===== config.mk =====
export PLATFORM = sky130hd
export DESIGN_NAME = keypad_scanner
export DESIGN_NICKNAME = d
export VERILOG_FILES = /design/src/rtl/keypad_pkg.sv /design/src/rtl/keypad_scanner_sync2.sv /design/src/rtl/keypad_scanner.sv
export SDC_FILE = /design/constraint.sdc
export NUM_CORES = 1
export LEC_CHECK = 0
export CAP_MARGIN = 20
export CORE_MARGIN = 4
export CORE_UTILIZATION = 45
export CTS_BUF_LIST = sky130_fd_sc_hd__clkbuf_2
export DETAILED_ROUTE_END_ITERATION = 12
export PLACE_DENSITY = 0.66
export SLEW_MARGIN = 30
export SYNTH_ARGS = -nofsm -noshare
export SYNTH_HDL_FRONTEND = slang
export SYNTH_SLANG_ARGS = --single-unit

===== constraint.sdc =====
create_clock -name clk -period 3.69 [get_ports clk]
set_input_delay 0.9225 -clock clk [delete_from_list [all_inputs] [get_ports clk]]
set_output_delay 0.9225 -clock clk [all_outputs]
set_load 0.03 [all_outputs]

===== src/rtl/keypad_pkg.sv =====
// Shared keypad geometry and key-vector helpers for the password-lock front end.
package keypad_pkg;

  localparam int KP_ROWS = 4;
  localparam int KP_COLS = 4;
  localparam int KP_KEYS = KP_ROWS * KP_COLS;
  localparam logic [KP_KEYS-1:0] KP_NONE = '0;

  // True when at most one key bit is set (clearing the lowest set bit leaves zero).
  function automatic logic at_most_one(input logic [KP_KEYS-1:0] v);
    return (v & (v - KP_KEYS'(1))) == '0;
  endfunction

  function automatic logic [3:0] key_index(input logic [KP_KEYS-1:0] v);
    logic [3:0] idx;
    idx = '0;
    for (int unsigned i = 0; i < KP_KEYS; i++) begin
      if (v[i]) idx = 4'(i);
    end
    return idx;
  endfunction

endpackage


===== src/rtl/keypad_scanner_sync2.sv =====
// Width-parameterised two-flop synchroniser; resets to all ones (idle pulled-up lines).
module sync2 #(
  parameter int WIDTH = 1
) (
  input  logic             clk,
  input  logic             rst,
  input  logic [WIDTH-1:0] d,
  output logic [WIDTH-1:0] q
);

  logic [WIDTH-1:0] meta;

  always_ff @(posedge clk or posedge rst) begin
    if (rst) begin
      meta <= '1;
      q    <= '1;
    end else begin
      meta <= d;
      q    <= meta;
    end
  end

endmodule


===== src/rtl/keypad_scanner.sv =====
// 4x4 keypad scanner: row drive, column sampling, frame-level debounce and one-hot key output.
module keypad_scanner
  import keypad_pkg::*;
#(
  parameter int SCAN_DIV       = 50_000,
  parameter int DEBOUNCE_SCANS = 5
) (
  input  logic               clk,
  input  logic               rst,
  input  logic [KP_COLS-1:0] col_n,
  output logic [KP_ROWS-1:0] row_n,
  output logic [KP_KEYS-1:0] onehot,
  output logic               key_press,
  output logic [3:0]         key_code
);

  localparam int DIV_W = $clog2(SCAN_DIV);
  localparam int CNT_W = (DEBOUNCE_SCANS > 1) ? $clog2(DEBOUNCE_SCANS) : 1;
  localparam logic [DIV_W-1:0] DIV_LAST   = DIV_W'(SCAN_DIV - 1);
  localparam logic [CNT_W-1:0] STABLE_MAX = CNT_W'(DEBOUNCE_SCANS - 1);

  logic [KP_COLS-1:0] col_sync;
  logic [DIV_W-1:0]   div_cnt;
  logic [1:0]         row_sel;
  logic [1:0]         next_row;
  logic [KP_KEYS-1:0] map;
  logic               frame_done;
  logic [KP_KEYS-1:0] cand;
  logic [KP_KEYS-1:0] prev_cand;
  logic [CNT_W-1:0]   stable_cnt;
  logic [CNT_W-1:0]   stable_next;

  sync2 #(.WIDTH(KP_COLS)) u_col_sync (
    .clk (clk),
    .rst (rst),
    .d   (col_n),
    .q   (col_sync)
  );

  assign next_row = row_sel + 2'd1;

  // Multi-key frames are treated as "no key" so ghosting can never reach onehot.
  always_comb begin
    cand        = at_most_one(map) ? map : KP_NONE;
    stable_next = '0;
    if (cand == prev_cand) begin
      stable_next = (stable_cnt == STABLE_MAX) ? stable_cnt : stable_cnt + CNT_W'(1);
    end
  end

  always_ff @(posedge clk or posedge rst) begin
    if (rst) begin
      div_cnt    <= '0;
      row_sel    <= '0;
      row_n      <= ~KP_ROWS'(1);
      map        <= KP_NONE;
      frame_done <= 1'b0;
      prev_cand  <= KP_NONE;
      stable_cnt <= '0;
      onehot     <= KP_NONE;
      key_press  <= 1'b0;
      key_code   <= '0;
    end else begin
      key_press  <= 1'b0;
      frame_done <= 1'b0;

      // Columns are sampled at the end of each row's dwell so the lines have settled.
      if (div_cnt == DIV_LAST) begin
        div_cnt                      <= '0;
        map[{row_sel, 2'b00} +: KP_COLS] <= ~col_sync;
        row_sel                      <= next_row;
        row_n                        <= ~(KP_ROWS'(1) << next_row);
        frame_done                   <= (row_sel == 2'(KP_ROWS - 1));
      end else begin
        div_cnt <= div_cnt + DIV_W'(1);
      end

      if (frame_done) begin
        prev_cand  <= cand;
        stable_cnt <= stable_next;
        if (stable_next == STABLE_MAX && cand != onehot) begin
          onehot    <= cand;
          key_press <= (cand != KP_NONE);
          if (cand != KP_NONE) key_code <= key_index(cand);
        end
      end
    end
  end

endmodule


==> flow_metrics.py, run 1 <==
metrics = {
    "synthesis": {
        "synth_edf_count": 0,
        "synth.most_common_cell": "dfrtp_1",
        "synth_flop_cell": "dfrtp_1",
        "ys_seq_area_frac": 0.444,
        "yosys_register_bits": 87,
        "syn_area_um2": 4930,
        "synth_top_area_frac": 0.386,
        "synth_fp_nets": 498,
        "yosysUniqueCellTypes": 61,
        "synth_common_cells": "76 x dfrtp_1, 38 x nor2_1, 37 x nand2_1",
        "ys.warnings.count": 0,
        "synth_cells": 484,
        "synth.area.top_cells": "dfrtp_1 39%, mux2_2 6.4%, dfstp_2 5.9%",
        "async_reset_ff_frac": 1.00,
        "yosys.area.top_type": "dfrtp_1",
        "synth_area_per_cell_um2": 10.2,
    },
    "timing": {
        "fin_ws_ps": -57.3,
        "hold_slack_ps": 352,
        "worst_pin_slew_ps": 770,
        "rsz0062_at_grt": "true",
        "slew_viol_final": 0,
        "slew_headroom": 0.483,
        "clock.fmax_mhz": 267,
        "fin_crit_sh": 1.02,
        "setup_viol": 15,
        "post-route-min-period_ps": 3750,
        "tns_ps": -477,
        "skew_ps": 21.1,
        "finalHoldViolCount": 0,
    },
    "pwr": {
        "p_leak_nw": 2.60,
        "powerDensity_nw_per_um2": 242,
        "power_mw": 1.42,
        "peakVddDrop_uv": 215,
    },
    "route": {
        "via_count": 4049,
        "first_pass_iters": 7,
        "dr.first_iter.drc_count": 261,
        "drc": 0,
        "ant_nets": 0,
        "avgViaCountPerCell": 5.95,
        "wl_per_cell_um": 17.3,
        "drt_wl_total_mm": 11.8,
    },
    "finish": {
        "area_growth_pct": 18.7,
        "fin_nets": 553,
        "fin_area_um2": 5850,
        "final_cells": 681,
        "drive_gt1_frac": 0.259,
        "fin_util": 0.557,
    },
    "die": {
        "coreArea_um2": 10500,
        "chipWidth_um": 113,
        "core.rowCount": 37,
        "die_area_um2": 12700,
        "io_pins": 31,
        "start_util": 0.469,
        "die_y_um": 113,
    },
    "clock_tree": {
        "clock_path_buffers": 2,
        "hold_buffers": 0,
        "clockRootBuffer": "clkbuf_2",
        "numCtsBuffers": 9,
        "path_clk_slew_ps": 230,
        "cts_tree": "built",
        "cts_max_level": 3,
        "clkLatencyLatePin_ps": 590,
        "cts_sinks": 87,
    },
    "worst_setup_path": {
        "required_ps": 4200,
        "crit_fanout": 6,
        "crit_path_start_kind": "register",
        "crit_type": "register to register",
        "cp-end-kind": "register",
        "worstSetupStartpoint": "map[11]$_DFFE_PP0P_",
        "timing.rr.start": "map[11]$_DFFE_PP0P_",
        "worstPathArrival_ps": 4250,
    },
    "placed_design": {
        "portBuffers": 30,
        "placed_area_um2": 5490,
        "place_congestion": 0.895,
        "dpl.cell_count": 650,
        "pre_cts_slack_ps": 17.7,
        "dpl.hpwl_mm": 7.95,
    },
    "grt": {
        "grt_max_degree": 50,
        "grt_use_total": 0.180,
        "grt_pass1_vias": 3674,
        "grt_pass1_wl_mm": 18.5,
        "antenna_found_initial": 1,
        "grt-ovfl-total": 0,
    },
    "outcome": {
        "status": "finished with violations",
        "failed_checks": "negative setup slack",
    },
    "min_path": {
        "min-delay-path-class": "register to register",
        "min_from": "u_col_sync.meta[1]$_DFF_PP1_",
    },
    "job": {
        "max_cap_violations": 0,
    },
}
[flip-flops by register name, indices dropped and copies added (netlist names)]
name,cells
u_col_sync.meta,4
div_cnt,16
row_sel,2
key_code,4
frame_done,1
map,16
stable_cnt,3
row_n,4
onehot,16
prev_cand,16
u_col_sync.q,4
key_press,1
[critical path, cell delays in order (launching register included)]
cell	delay, ps
dfrtp_1	430
or4_4	530
or4_4	530
o21ai_4	140
and3_4	240
buf_8	130
nand3_4	70
a222oi_1	420
and3_1	270
and4b_2	370
clkbuf_16	190
mux2_2	320
[cell usage in the layout, fill, tap and decap left out, drive strengths merged, types with 4 or more instances in the layout]
cell type / Yosys / final
nand3: 23 / 24
xor2: 5 / 5
o31a: 4 / 4
inv: 11 / 11
nand4: 4 / 4
xnor2: 25 / 25
nor4bb: 8 / 8
nor4: 8 / 8
mux2: 36 / 36
buf: 10 / 42
or4: 5 / 5
or2: 6 / 6
a21oi: 7 / 7
nor2b: 4 / 4
clkbuf: 22 / 13
a31o: 4 / 4
dfstp: 11 / 11
o21ai: 13 / 13
o22ai: 4 / 4
nor3: 14 / 14
nor2: 39 / 39
nand3b: 8 / 8
and3: 20 / 20
dfrtp: 76 / 76
nand2: 37 / 37
a311oi: 5 / 5
or3: 5 / 5
o31ai: 23 / 23
ha: 8 / 8
clkdlybuf4s50: 0 / 30
a31oi: 12 / 12
[report_power, final]
part | leakage [nW] | switching [mW] | internal (mW)
combinational | 1.38 | 0.0186 | 0.00687
sequential | 1.16 | 0.00349 | 0.964
clock | 0.0545 | 0.330 | 0.0926
total | 2.60 | 0.352 | 1.06
[final cells by class]
type | count | area (µm²)
multi-input combinational | 355 | 2640
fill | 922 | 4660
clock buffer | 10 | 50.0
tap | 136 | 170
sequential | 87 | 2190
timing repair buffer | 75 | 707
clock inverter | 6 | 45.0
inverter | 11 | 42.5
antenna | 1 | 2.50
[layer usage]
metal | track usage | vias up | share of wire
met5 | 0 | - | 0
met4 | 0.0697 | 0 | 0.020
met3 | 0.0345 | 23 | 0.057
met2 | 0.274 | 132 | 0.47
met1 | 0.253 | 1995 | 0.45
li1 | - | 1899 | -
[worst paths after layout]
path,to,slack (ps),depth (start not counted)
min reg2reg,u_col_sync.q[1]$_DFF_PP1_,350,0
max reg2reg,onehot[8]$_DFFE_PP0P_,-60,11
max in group asynchronous,u_col_sync.meta[1]$_DFF_PP1_,2250,3
max,onehot[8]$_DFFE_PP0P_,-60,11
min,u_col_sync.q[1]$_DFF_PP1_,350,0
min in group asynchronous,onehot[15]$_DFFE_PP0P_,720,2
[cell families after synthesis]
logic type | share of synthesized area
AO/OA/AOI/OAI | 0.134
XOR/XNOR | 0.0533
adder cells (fa/ha/maj) | 0.0223
buffers and inverters | 0.0459
flip-flops | 0.444
multiplexers | 0.0903
AND/OR/NAND/NOR | 0.210
[what timing repair did]
action / in CTS / in global routing
resized for setup: 1 / 26
buffers inserted: 0 / 10
cloned: 0 / 4
pin swaps: 0 / 11
setup endpoints to repair: 11 / 20
endpoints found under the hold margin: 0 / 0
No activity file was read; power rests on OpenSTA's default activity.
==> run 2, diff against run 1 <==
- ABC_AREA: unset -> 0
- SLEW_MARGIN: 30 -> 20
==> results of run 2 <==
No change in the layout: final DEF, timing and power equal those of run 1.
==> run 3, diff against run 2 <==
- CORE_ASPECT_RATIO: unset -> 0.6
- CTS_CLUSTER_SIZE: unset -> 8
- DONT_BUFFER_PORTS: unset -> 1
- PLACE_DENSITY: 0.66 -> unset
==> flow_metrics.py, run 3 (same netlist as run 1, synthesis figures left out) <==
metrics = {
    "outcome": {
        "status": "finished, final reports clean",
    },
    "grt": {
        "grt_pass1_wl_mm": 19.7,
        "grt_max_degree": 55,
        "grt_use_total": 0.201,
        "met2_usage": 0.267,
        "met1_usage": 0.319,
        "antenna_found_initial": 0,
        "grt-ovfl-total": 0,
        "gr-max-usage-layer": "met1",
        "grt_pass1_vias": 3614,
        "use_met3": 0.0545,
    },
    "timing": {
        "fin_ws_ps": 18.6,
        "clock.fmax_mhz": 272,
        "slew_viol_final": 0,
        "post-route-min-period_ps": 3670,
        "skew_ps": 36.0,
        "slew_headroom": 0.589,
        "setup_viol": 0,
        "finalHoldViolCount": 0,
        "worst_pin_slew_ps": 616,
        "fin_crit_sh": 0.995,
    },
    "placed_design": {
        "place_congestion": 0.907,
        "portBuffers": 0,
        "dpl.hpwl_mm": 8.86,
        "pre_cts_slack_ps": -70.5,
    },
    "die": {
        "core.rowCount": 29,
        "coreArea_um2": 10600,
        "io_pins": 31,
        "die_y_um": 89.1,
        "die_area_um2": 12800,
        "start_util": 0.464,
        "chipWidth_um": 143,
    },
    "clock_tree": {
        "clock_path_buffers": 2,
        "clockRootBuffer": "clkbuf_2",
        "cts_sinks": 87,
        "numCtsBuffers": 9,
        "path_clk_slew_ps": 270,
        "clkLatencyLatePin_ps": 590,
        "cts_max_level": 3,
        "cts_tree": "built",
    },
    "finish": {
        "fin_util": 0.518,
        "area_growth_pct": 11.7,
        "fin_nets": 518,
        "multiInputGateArea_um2": 2650,
        "drive_gt1_frac": 0.279,
        "fillers": 965,
        "final_common_cell": "dfrtp_1",
        "n_antenna_cell": 0,
        "most-common-layout-cells": "76 x dfrtp_1, 38 x nor2_1, 37 x nand2_1",
        "seqCellArea_um2": 2190,
    },
    "route": {
        "via_count": 3946,
        "dr.first_iter.drc_count": 283,
        "wl_per_cell_um": 19.3,
        "drt_wl_total_mm": 12.5,
        "avgViaCountPerCell": 6.09,
        "first_pass_iters": 5,
        "ant_nets": 0,
        "drc": 0,
    },
    "worst_setup_path": {
        "crit_type": "register to register",
        "worstPathArrival_ps": 4180,
        "r2r_end": "onehot[12]$_DFFE_PP0P_",
        "worstSetupStartpoint": "map[11]$_DFFE_PP0P_",
        "crit_path_start_kind": "register",
        "reg2reg_depth": 11,
        "crit_path_end": "onehot[12]$_DFFE_PP0P_",
        "regToRegSetupSlack_ps": 20,
        "cp-end-kind": "register",
        "timing.rr.start": "map[11]$_DFFE_PP0P_",
        "crit_fanout": 5,
        "required_ps": 4190,
    },
    "pwr": {
        "seq_power_share": 0.671,
        "switching_share": 0.267,
        "p_clk_frac": 0.314,
        "combPwrFrac": 0.014,
        "p_sw_mw": 0.385,
        "p_leak_nw": 2.43,
        "intPower_mw": 1.06,
        "powerDensity_nw_per_um2": 262,
        "peakVddDrop_uv": 193,
    },
    "min_path": {
        "min-delay-path-class": "primary input to asynchronous set/reset pin",
    },
    "job": {
        "max_cap_violations": 0,
    },
}
-- run 3: worst max-delay path, stage by stage (launching register included) --
cell and delay, ps:
dfrtp_1 440, or4_4 570, or4_4 520, o21ai_4 140, and3_4 240, buf_6 120
nand3_2 90, a222oi_1 370, and3_1 260, and4b_4 330, clkbuf_16 170, mux2_2 320
-- run 3: through the flow --
stage               cells  setup TNS [ps]  power [mW]  hold slack, ps  area [µm²]
detailed placement    627            -707        1.01             347        5210
floorplan             484               0       0.995             345        4930
CTS                   643               0        1.46             206        5320
finish                648               0        1.44             218        5510
global placement      627            -160        1.01             346        5210
global route          648           -1210        1.50             218        5510
-- run 3: layout make-up --
cell class | count | share of cell area
clock buffers | 9 | 0.00817
clock inverters | 7 | 0.00863
inverters | 11 | 0.00772
multi-input cells | 354 | 0.482
flip-flops and latches | 87 | 0.398
well taps | 139 | 0.0316
repair buffers | 41 | 0.0647
-- run 3: per-layer routing --
metal	wire, µm	vias up
met4	115	0
met2	5040	138
li1	-	1831
met5	0	-
met1	6450	1966
met3	926	11
-- run 3: worst min-delay path by stage --
stage,from,slack [ps],depth (start not counted),endpoint
after floorplan,u_col_sync.meta[0]$_DFF_PP1_,350,0,u_col_sync.q[0]$_DFF_PP1_
after global placement,u_col_sync.meta[3]$_DFF_PP1_,350,0,u_col_sync.q[3]$_DFF_PP1_
after detailed placement,u_col_sync.meta[2]$_DFF_PP1_,350,0,u_col_sync.q[2]$_DFF_PP1_
after CTS,rst,210,1,onehot[1]$_DFFE_PP0P_
after global routing,rst,220,1,key_press$_DFF_PP0_
final,rst,220,1,onehot[1]$_DFFE_PP0P_
-- run 3: repair_timing --
| item | 4_1_cts | 5_1_grt |
|---|---|---|
| hold buffers | 0 | 0 |
| gates resized for setup | 4 | 31 |
| pin swaps | 0 | 9 |
| buffers inserted | 0 | 4 |
| endpoints found under the hold margin | 0 | 0 |
| cloned | 0 | 1 |
| endpoints found under the setup margin | 16 | 21 |
-- run 3: power by group through the flow --
stage | clock, mW | sequential, mW | combinational, mW
floorplan | 0 | 0.981 | 0.0138
global route | 0.504 | 0.970 | 0.0248
detailed placement | 0 | 0.984 | 0.0224
CTS | 0.471 | 0.969 | 0.0225
finish | 0.454 | 0.969 | 0.0203
global placement | 0 | 0.983 | 0.0220
